$ cat src/rtl/icb_mem_arbiter_if.sv
// ICB bundle (command + response channels) shared by masters and the slave port.
// The "master" modport drives commands; the "slave" modport answers them.
interface icb_if;
  localparam int unsigned ADDR_W = 32;
  localparam int unsigned DATA_W = 32;
  localparam int unsigned MASK_W = 4;

  logic [ADDR_W-1:0] cmd_addr;
  logic              cmd_read;
  logic [DATA_W-1:0] cmd_wdata;
  logic [MASK_W-1:0] cmd_wmask;
  logic              cmd_valid;
  logic              cmd_ready;
  logic [DATA_W-1:0] rsp_rdata;
  logic              rsp_err;
  logic              rsp_valid;
  logic              rsp_ready;

  modport master (
    output cmd_addr, cmd_read, cmd_wdata, cmd_wmask, cmd_valid, rsp_ready,
    input  cmd_ready, rsp_rdata, rsp_err, rsp_valid
  );

  modport slave (
    input  cmd_addr, cmd_read, cmd_wdata, cmd_wmask, cmd_valid, rsp_ready,
    output cmd_ready, rsp_rdata, rsp_err, rsp_valid
  );
endinterface

$ cat src/rtl/icb_mem_arbiter.sv
// Two-master to one-slave ICB arbiter: round-robin command grant with a wait lock,
// in-order ID FIFO steering responses back to the issuing master.
module icb_mem_arbiter #(
  parameter int unsigned OUTSTANDING_N = 4,
  parameter int unsigned SIM_DELAY     = 1
) (
  input  logic       clk,
  input  logic       sys_resetn,
  icb_if.slave       m0,
  icb_if.slave       m1,
  icb_if.master      s,
  output logic [3:0] outstanding_cnt
);

  localparam int unsigned PTR_W = (OUTSTANDING_N > 1) ? $clog2(OUTSTANDING_N) : 1;
  localparam int unsigned CNT_W = 4;

  // Register update delay is a simulation-only notion; synthesizable state updates at the edge.
  if (SIM_DELAY > 0) begin : g_sim_delay
  end

  logic [OUTSTANDING_N-1:0] id_mem;
  logic [PTR_W-1:0]         wr_ptr;
  logic [PTR_W-1:0]         rd_ptr;
  logic [CNT_W-1:0]         cnt;
  logic                     lock;
  logic                     lock_id;
  logic                     last_id;

  logic sel_c;
  logic full_c;
  logic empty_c;
  logic head_c;
  logic s_cmd_valid_c;
  logic s_rsp_ready_c;
  logic cmd_hs_c;
  logic rsp_hs_c;

  function automatic logic [PTR_W-1:0] ptr_next(input logic [PTR_W-1:0] p);
    if (p == PTR_W'(OUTSTANDING_N - 1)) return '0;
    return p + PTR_W'(1);
  endfunction

  // Grant selection: a waiting (locked) master keeps the port; ties go to the non-last master.
  always_comb begin
    sel_c = 1'b0;
    if (lock)                          sel_c = lock_id;
    else if (m0.cmd_valid && m1.cmd_valid) sel_c = ~last_id;
    else if (m1.cmd_valid)             sel_c = 1'b1;
  end

  assign full_c        = (cnt == CNT_W'(OUTSTANDING_N));
  assign empty_c       = (cnt == '0);
  assign head_c        = id_mem[rd_ptr];
  assign s_cmd_valid_c = (m0.cmd_valid | m1.cmd_valid) & ~full_c;
  assign s_rsp_ready_c = (head_c ? m1.rsp_ready : m0.rsp_ready) & ~empty_c;
  assign cmd_hs_c      = s_cmd_valid_c & s.cmd_ready;
  assign rsp_hs_c      = s.rsp_valid & s_rsp_ready_c;

  // Command mux toward the slave
  assign s.cmd_valid = s_cmd_valid_c;
  assign s.cmd_addr  = sel_c ? m1.cmd_addr  : m0.cmd_addr;
  assign s.cmd_read  = sel_c ? m1.cmd_read  : m0.cmd_read;
  assign s.cmd_wdata = sel_c ? m1.cmd_wdata : m0.cmd_wdata;
  assign s.cmd_wmask = sel_c ? m1.cmd_wmask : m0.cmd_wmask;
  assign m0.cmd_ready = ~sel_c & s.cmd_ready & ~full_c;
  assign m1.cmd_ready =  sel_c & s.cmd_ready & ~full_c;

  // Response steering by FIFO head; held off entirely while nothing is in flight
  assign s.rsp_ready  = s_rsp_ready_c;
  assign m0.rsp_valid = s.rsp_valid & ~empty_c & ~head_c;
  assign m1.rsp_valid = s.rsp_valid & ~empty_c &  head_c;
  assign m0.rsp_rdata = s.rsp_rdata;
  assign m1.rsp_rdata = s.rsp_rdata;
  assign m0.rsp_err   = s.rsp_err;
  assign m1.rsp_err   = s.rsp_err;

  assign outstanding_cnt = cnt;

  always_ff @(posedge clk or negedge sys_resetn) begin
    if (!sys_resetn) begin
      id_mem  <= '0;
      wr_ptr  <= '0;
      rd_ptr  <= '0;
      cnt     <= '0;
      lock    <= 1'b0;
      lock_id <= 1'b0;
      last_id <= 1'b1;
    end else begin
      if (cmd_hs_c) begin
        id_mem[wr_ptr] <= sel_c;
        wr_ptr         <= ptr_next(wr_ptr);
        last_id        <= sel_c;
        lock           <= 1'b0;
      end else if (s_cmd_valid_c && !s.cmd_ready) begin
        lock    <= 1'b1;
        lock_id <= sel_c;
      end
      if (rsp_hs_c) rd_ptr <= ptr_next(rd_ptr);
      case ({cmd_hs_c, rsp_hs_c})
        2'b10:   cnt <= cnt + CNT_W'(1);
        2'b01:   cnt <= cnt - CNT_W'(1);
        default: cnt <= cnt;
      endcase
    end
  end

endmodule

$ cat src/flat_wrapper.sv
// flat-port wrapper written by rule: the top's interface ports become plain ports
module icb_mem_arbiter_flat 
#(
  parameter int unsigned OUTSTANDING_N = 4,
  parameter int unsigned SIM_DELAY     = 1
)
  (clk, sys_resetn, outstanding_cnt, m0_cmd_addr, m0_cmd_read, m0_cmd_wdata, m0_cmd_wmask, m0_cmd_valid, m0_rsp_ready, m0_cmd_ready, m0_rsp_rdata, m0_rsp_err, m0_rsp_valid, m1_cmd_addr, m1_cmd_read, m1_cmd_wdata, m1_cmd_wmask, m1_cmd_valid, m1_rsp_ready, m1_cmd_ready, m1_rsp_rdata, m1_rsp_err, m1_rsp_valid, s_cmd_addr, s_cmd_read, s_cmd_wdata, s_cmd_wmask, s_cmd_valid, s_rsp_ready, s_cmd_ready, s_rsp_rdata, s_rsp_err, s_rsp_valid);
  icb_if m0_i ();
  icb_if m1_i ();
  icb_if s_i ();
  input  logic clk;
  input  logic sys_resetn;
  output logic [3:0] outstanding_cnt;
  input wire logic [$bits(m0_i.cmd_addr)-1:0] m0_cmd_addr;
  input wire logic [$bits(m0_i.cmd_read)-1:0] m0_cmd_read;
  input wire logic [$bits(m0_i.cmd_wdata)-1:0] m0_cmd_wdata;
  input wire logic [$bits(m0_i.cmd_wmask)-1:0] m0_cmd_wmask;
  input wire logic [$bits(m0_i.cmd_valid)-1:0] m0_cmd_valid;
  input wire logic [$bits(m0_i.rsp_ready)-1:0] m0_rsp_ready;
  output wire logic [$bits(m0_i.cmd_ready)-1:0] m0_cmd_ready;
  output wire logic [$bits(m0_i.rsp_rdata)-1:0] m0_rsp_rdata;
  output wire logic [$bits(m0_i.rsp_err)-1:0] m0_rsp_err;
  output wire logic [$bits(m0_i.rsp_valid)-1:0] m0_rsp_valid;
  input wire logic [$bits(m1_i.cmd_addr)-1:0] m1_cmd_addr;
  input wire logic [$bits(m1_i.cmd_read)-1:0] m1_cmd_read;
  input wire logic [$bits(m1_i.cmd_wdata)-1:0] m1_cmd_wdata;
  input wire logic [$bits(m1_i.cmd_wmask)-1:0] m1_cmd_wmask;
  input wire logic [$bits(m1_i.cmd_valid)-1:0] m1_cmd_valid;
  input wire logic [$bits(m1_i.rsp_ready)-1:0] m1_rsp_ready;
  output wire logic [$bits(m1_i.cmd_ready)-1:0] m1_cmd_ready;
  output wire logic [$bits(m1_i.rsp_rdata)-1:0] m1_rsp_rdata;
  output wire logic [$bits(m1_i.rsp_err)-1:0] m1_rsp_err;
  output wire logic [$bits(m1_i.rsp_valid)-1:0] m1_rsp_valid;
  output wire logic [$bits(s_i.cmd_addr)-1:0] s_cmd_addr;
  output wire logic [$bits(s_i.cmd_read)-1:0] s_cmd_read;
  output wire logic [$bits(s_i.cmd_wdata)-1:0] s_cmd_wdata;
  output wire logic [$bits(s_i.cmd_wmask)-1:0] s_cmd_wmask;
  output wire logic [$bits(s_i.cmd_valid)-1:0] s_cmd_valid;
  output wire logic [$bits(s_i.rsp_ready)-1:0] s_rsp_ready;
  input wire logic [$bits(s_i.cmd_ready)-1:0] s_cmd_ready;
  input wire logic [$bits(s_i.rsp_rdata)-1:0] s_rsp_rdata;
  input wire logic [$bits(s_i.rsp_err)-1:0] s_rsp_err;
  input wire logic [$bits(s_i.rsp_valid)-1:0] s_rsp_valid;
  assign m0_i.cmd_addr = m0_cmd_addr;
  assign m0_i.cmd_read = m0_cmd_read;
  assign m0_i.cmd_wdata = m0_cmd_wdata;
  assign m0_i.cmd_wmask = m0_cmd_wmask;
  assign m0_i.cmd_valid = m0_cmd_valid;
  assign m0_i.rsp_ready = m0_rsp_ready;
  assign m0_cmd_ready = m0_i.cmd_ready;
  assign m0_rsp_rdata = m0_i.rsp_rdata;
  assign m0_rsp_err = m0_i.rsp_err;
  assign m0_rsp_valid = m0_i.rsp_valid;
  assign m1_i.cmd_addr = m1_cmd_addr;
  assign m1_i.cmd_read = m1_cmd_read;
  assign m1_i.cmd_wdata = m1_cmd_wdata;
  assign m1_i.cmd_wmask = m1_cmd_wmask;
  assign m1_i.cmd_valid = m1_cmd_valid;
  assign m1_i.rsp_ready = m1_rsp_ready;
  assign m1_cmd_ready = m1_i.cmd_ready;
  assign m1_rsp_rdata = m1_i.rsp_rdata;
  assign m1_rsp_err = m1_i.rsp_err;
  assign m1_rsp_valid = m1_i.rsp_valid;
  assign s_cmd_addr = s_i.cmd_addr;
  assign s_cmd_read = s_i.cmd_read;
  assign s_cmd_wdata = s_i.cmd_wdata;
  assign s_cmd_wmask = s_i.cmd_wmask;
  assign s_cmd_valid = s_i.cmd_valid;
  assign s_rsp_ready = s_i.rsp_ready;
  assign s_i.cmd_ready = s_cmd_ready;
  assign s_i.rsp_rdata = s_rsp_rdata;
  assign s_i.rsp_err = s_rsp_err;
  assign s_i.rsp_valid = s_rsp_valid;
  icb_mem_arbiter #(.OUTSTANDING_N(OUTSTANDING_N), .SIM_DELAY(SIM_DELAY)) u_core (.clk(clk), .sys_resetn(sys_resetn), .m0(m0_i), .m1(m1_i), .s(s_i), .outstanding_cnt(outstanding_cnt));
endmodule
$ cat config.mk
export PLATFORM = sky130hd
export DESIGN_NAME = icb_mem_arbiter_flat
export DESIGN_NICKNAME = d
export VERILOG_FILES = /design/src/rtl/icb_mem_arbiter_if.sv /design/src/rtl/icb_mem_arbiter.sv /design/src/flat_wrapper.sv
export SDC_FILE = /design/constraint.sdc
export NUM_CORES = 1
export LEC_CHECK = 0
export CAP_MARGIN = 5
export CORE_AREA = 2 2 127 129
export DETAILED_ROUTE_END_ITERATION = 6
export DIE_AREA = 0 0 129 131
export PLACE_DENSITY_LB_ADDON = 0.08
export SYNTH_ARGS = -nofsm -noshare
export SYNTH_HDL_FRONTEND = slang
export SYNTH_SLANG_ARGS = --single-unit
$ cat constraint.sdc
create_clock -name clk -period 3.4 [get_ports clk]
set_input_delay 0.68 -clock clk [delete_from_list [all_inputs] [get_ports clk]]
set_output_delay 0.68 -clock clk [all_outputs]
set_load 0.1 [all_outputs]
==> flow_summary.ini, run 1 <==
[clocking]
post-cts-setup-buffers = 0
cts_hold_buf = 0
worstSkewPairLatency_ps = 240
clkTransAtPathRegs_ps = 50
clk_path_buf_depth = 2
clockRootBuffer = clkbuf_16
ctsResizeCount = 0
clock-sinks = 15
cts.htree.levels = 1
cts_made_buffers = 3
cts_tree = done

[grt]
overflow = 0
first_global_vias = 2199
grt_max_degree = 64
grt_use_total_pct = 12.0
busiest_layer = met2
globalRouteMet3Util_pct = 4.60
grt_first_pass_wirelength_um = 14600
antenna_found_initial = 0
grtUsageMet1_pct = 11.7
use_met2_pct = 24.8

[sta]
tns_ps = 0
finClkSkew_ps = 2.53
slew_viol_final = 0
finalCriticalPeriod_ps = 3180
final_hold_viol_count = 0
holdWs_ps = 515
relSlewSlack_pct = 41.7
tightest_slew_ps = 870
fmaxAchievable_mhz = 315
setup_viol = 0
rsz0062_at_grt = false
period_share_pct = 93.5

[setup_path]
r2r-start = u_core.outstanding_cnt[2]
crit_type = in -> out
rr_worst_depth = 9
cp_max_fo = 63
crit_start = m1_cmd_valid
r2r_slack_ps = 650
startpoint_type = input pin
cp.required_ps = 2720
crit_path_end_kind = primary output
crit_arrival_ps = 2500

[floorplan]
fp.dieW_um = 129
fp.dieH_um = 131
core_area_mm2 = 0.0156
initial_core_util_pct = 13.8
dieArea_mm2 = 0.0169
rows = 46
boundaryPins = 324

[synth]
synth_top_cell_by_area = mux2_1
syn_avg_cell_area_um2 = 9.59
ys_seq_elements = 15
synth.distinct_cells = 29
yosysMostFrequentCell = mux2_1
ys.flop_type = dfrtp_1
synthTopCellsByCount = 71 x mux2_1, 66 x buf_4, 14 x dfrtp_1, 12 x nor2_1
ys_warn_count = 0
syn_area_mm2 = 0.00216
synth.area.top_cells = mux2_1 37%, buf_4 23%, dfrtp_1 16%
synth_cells = 225
synth_edf_count = 0
netlist.area_leader.share_pct = 37.0
async_flop_share_pct = 100
ys_seq_area_share_pct = 17.4
syn_nets = 413

[worst_hold_path]
min-delay-start = u_core.last_id
whs_path_depth = 2
hold_path_class = reg -> reg

[pwr]
p_per_area_mw_per_mm2 = 1050
internal_power_mw = 2.02
combPwrFrac_pct = 88.6
clockPowerShare_pct = 4.4
switching_share_pct = 61.1
power.net_switching_mw = 3.18
p_leak_nw = 2.01
peakVddDrop_mv = 0.452
pwr-share-seq_pct = 7.0

[routing]
firstDrtPassIters = 2
drt-initial-drc-count = 31
drc = 0
vias_per_cell = 3.58
wl_um = 10700
vias = 2138
ant_nets = 0
wl_per_cell_um = 18.0

[finish]
drive_gt1_share_pct = 24.9
nets = 570
fillCellCount = 1576
fin_cells = 597
utilization_pct = 31.8
area_delta_synth_final_pct = 130
antenna_cells = 0

[placement]
dp_hpwl_um = 9470
dp.cells = 593
portBuffers = 224
gp_congestion = 0.782

[flow_run]
maxCapViolations = 0

[outcome]
outcome = complete, no violations
==> worst max-delay path, stage by stage <==
cell and delay, ps:
clkdlybuf4s50_1 470, a21boi_1 310, mux2i_4 130, buf_12 220, mux2_1 430, buf_12 190
==> worst paths after layout <==
path / endpoint
max reg2reg: u_core.outstanding_cnt[3]
max in group asynchronous: u_core.outstanding_cnt[3]
min reg2reg: u_core.last_id
min in group asynchronous: u_core.wr_ptr[0]
max: s_cmd_wdata[9]
min: u_core.last_id
==> layer usage <==
layer / vias to the layer above / wire length [µm]
met5: - / 0
met4: 0 / 9
met3: 3 / 1150
met2: 132 / 5960
met1: 984 / 3610
li1: 1019 / -
==> through the flow <==
stage	area (µm²)	total power, mW	setup WS [ps]
global placement	4880	5.02	55.0
CTS	4960	5.27	202
floorplan	2170	3.70	7.42
detailed placement	4880	5.02	41.5
global route	4960	5.39	76.5
finish	4960	5.20	222
==> placed cells by master (no fill, tap or decap), types with 2 or more instances in the layout <==
| cell type | n |
|---|---|
| a21oi_1 | 7 |
| inv_2 | 2 |
| mux2_1 | 71 |
| a31oi_1 | 5 |
| nor3_2 | 2 |
| o21ai_1 | 2 |
| nand2_1 | 4 |
| buf_12 | 72 |
| xnor2_1 | 2 |
| clkbuf_16 | 3 |
| nor2_1 | 12 |
| buf_4 | 10 |
| dfrtp_1 | 14 |
| inv_1 | 5 |
| ha_1 | 8 |
| o21ai_0 | 2 |
| clkdlybuf4s50_1 | 145 |
| mux2i_1 | 2 |
==> cells by family (layout without fill, tap and decap cells) <==
logic type	after synthesis	after routing	share of synthesized area, %
buffers and inverters	82	238	26.2
multiplexers	75	75	39.5
AND/OR/NAND/NOR	23	23	5.39
flip-flops	15	15	17.4
XOR/XNOR	3	3	1.22
AO/OA/AOI/OAI	18	18	4.70
adder cells (fa/ha/maj)	9	9	5.57
==> state kept, by name, summed over array words and instances (netlist names) <==
name	cells
u_core.lock_id	1
u_core.outstanding_cnt	4
u_core.rd_ptr	2
u_core.lock	1
u_core.id_mem	4
u_core.wr_ptr	2
u_core.last_id	1
==> power groups by stage <==
stage                     logic, mW  registers, mW  clock network [mW]
after floorplan                3.19          0.512                   0
after global placement         4.64          0.372                   0
after detailed placement       4.65          0.372                   0
after CTS                      4.67          0.369               0.237
after global routing           4.77          0.380               0.246
final                          4.61          0.366               0.228
==> area by class of cell <==
| class | count | area, µm² | area share, % |
|---|---|---|---|
| timing repair buffer | 227 | 2970 | 59.8 |
| multi-input combinational | 128 | 1240 | 25.0 |
| sequential | 15 | 377 | 7.59 |
| tap | 216 | 270 | 5.45 |
| clock buffer | 3 | 75.1 | 1.51 |
| inverter | 7 | 26.3 | 0.530 |
| clock inverter | 1 | 5.00 | 0.101 |
(Power assumes the default switching activity.)
==> run 2, diff against run 1 <==
--- a/config.mk
+++ b/config.mk
@@ -5,7 +5,7 @@
 export SDC_FILE = /design/constraint.sdc
 export NUM_CORES = 1
 export LEC_CHECK = 0
-export CAP_MARGIN = 5
+export CAP_MARGIN = 10
 export CORE_AREA = 2 2 127 129
 export DETAILED_ROUTE_END_ITERATION = 6
 export DIE_AREA = 0 0 129 131
==> results of run 2 <==
Final layout, timing and power as in run 1 (identical DEF).
==> run 3, diff against run 2 <==
--- a/config.mk
+++ b/config.mk
@@ -5,8 +5,9 @@
 export SDC_FILE = /design/constraint.sdc
 export NUM_CORES = 1
 export LEC_CHECK = 0
-export CAP_MARGIN = 10
+export CAP_MARGIN = 20
 export CORE_AREA = 2 2 127 129
+export CTS_CLUSTER_DIAMETER = 100
 export DETAILED_ROUTE_END_ITERATION = 6
 export DIE_AREA = 0 0 129 131
 export PLACE_DENSITY_LB_ADDON = 0.08
==> results of run 3 <==
Final layout, timing and power as in run 1 (identical DEF).
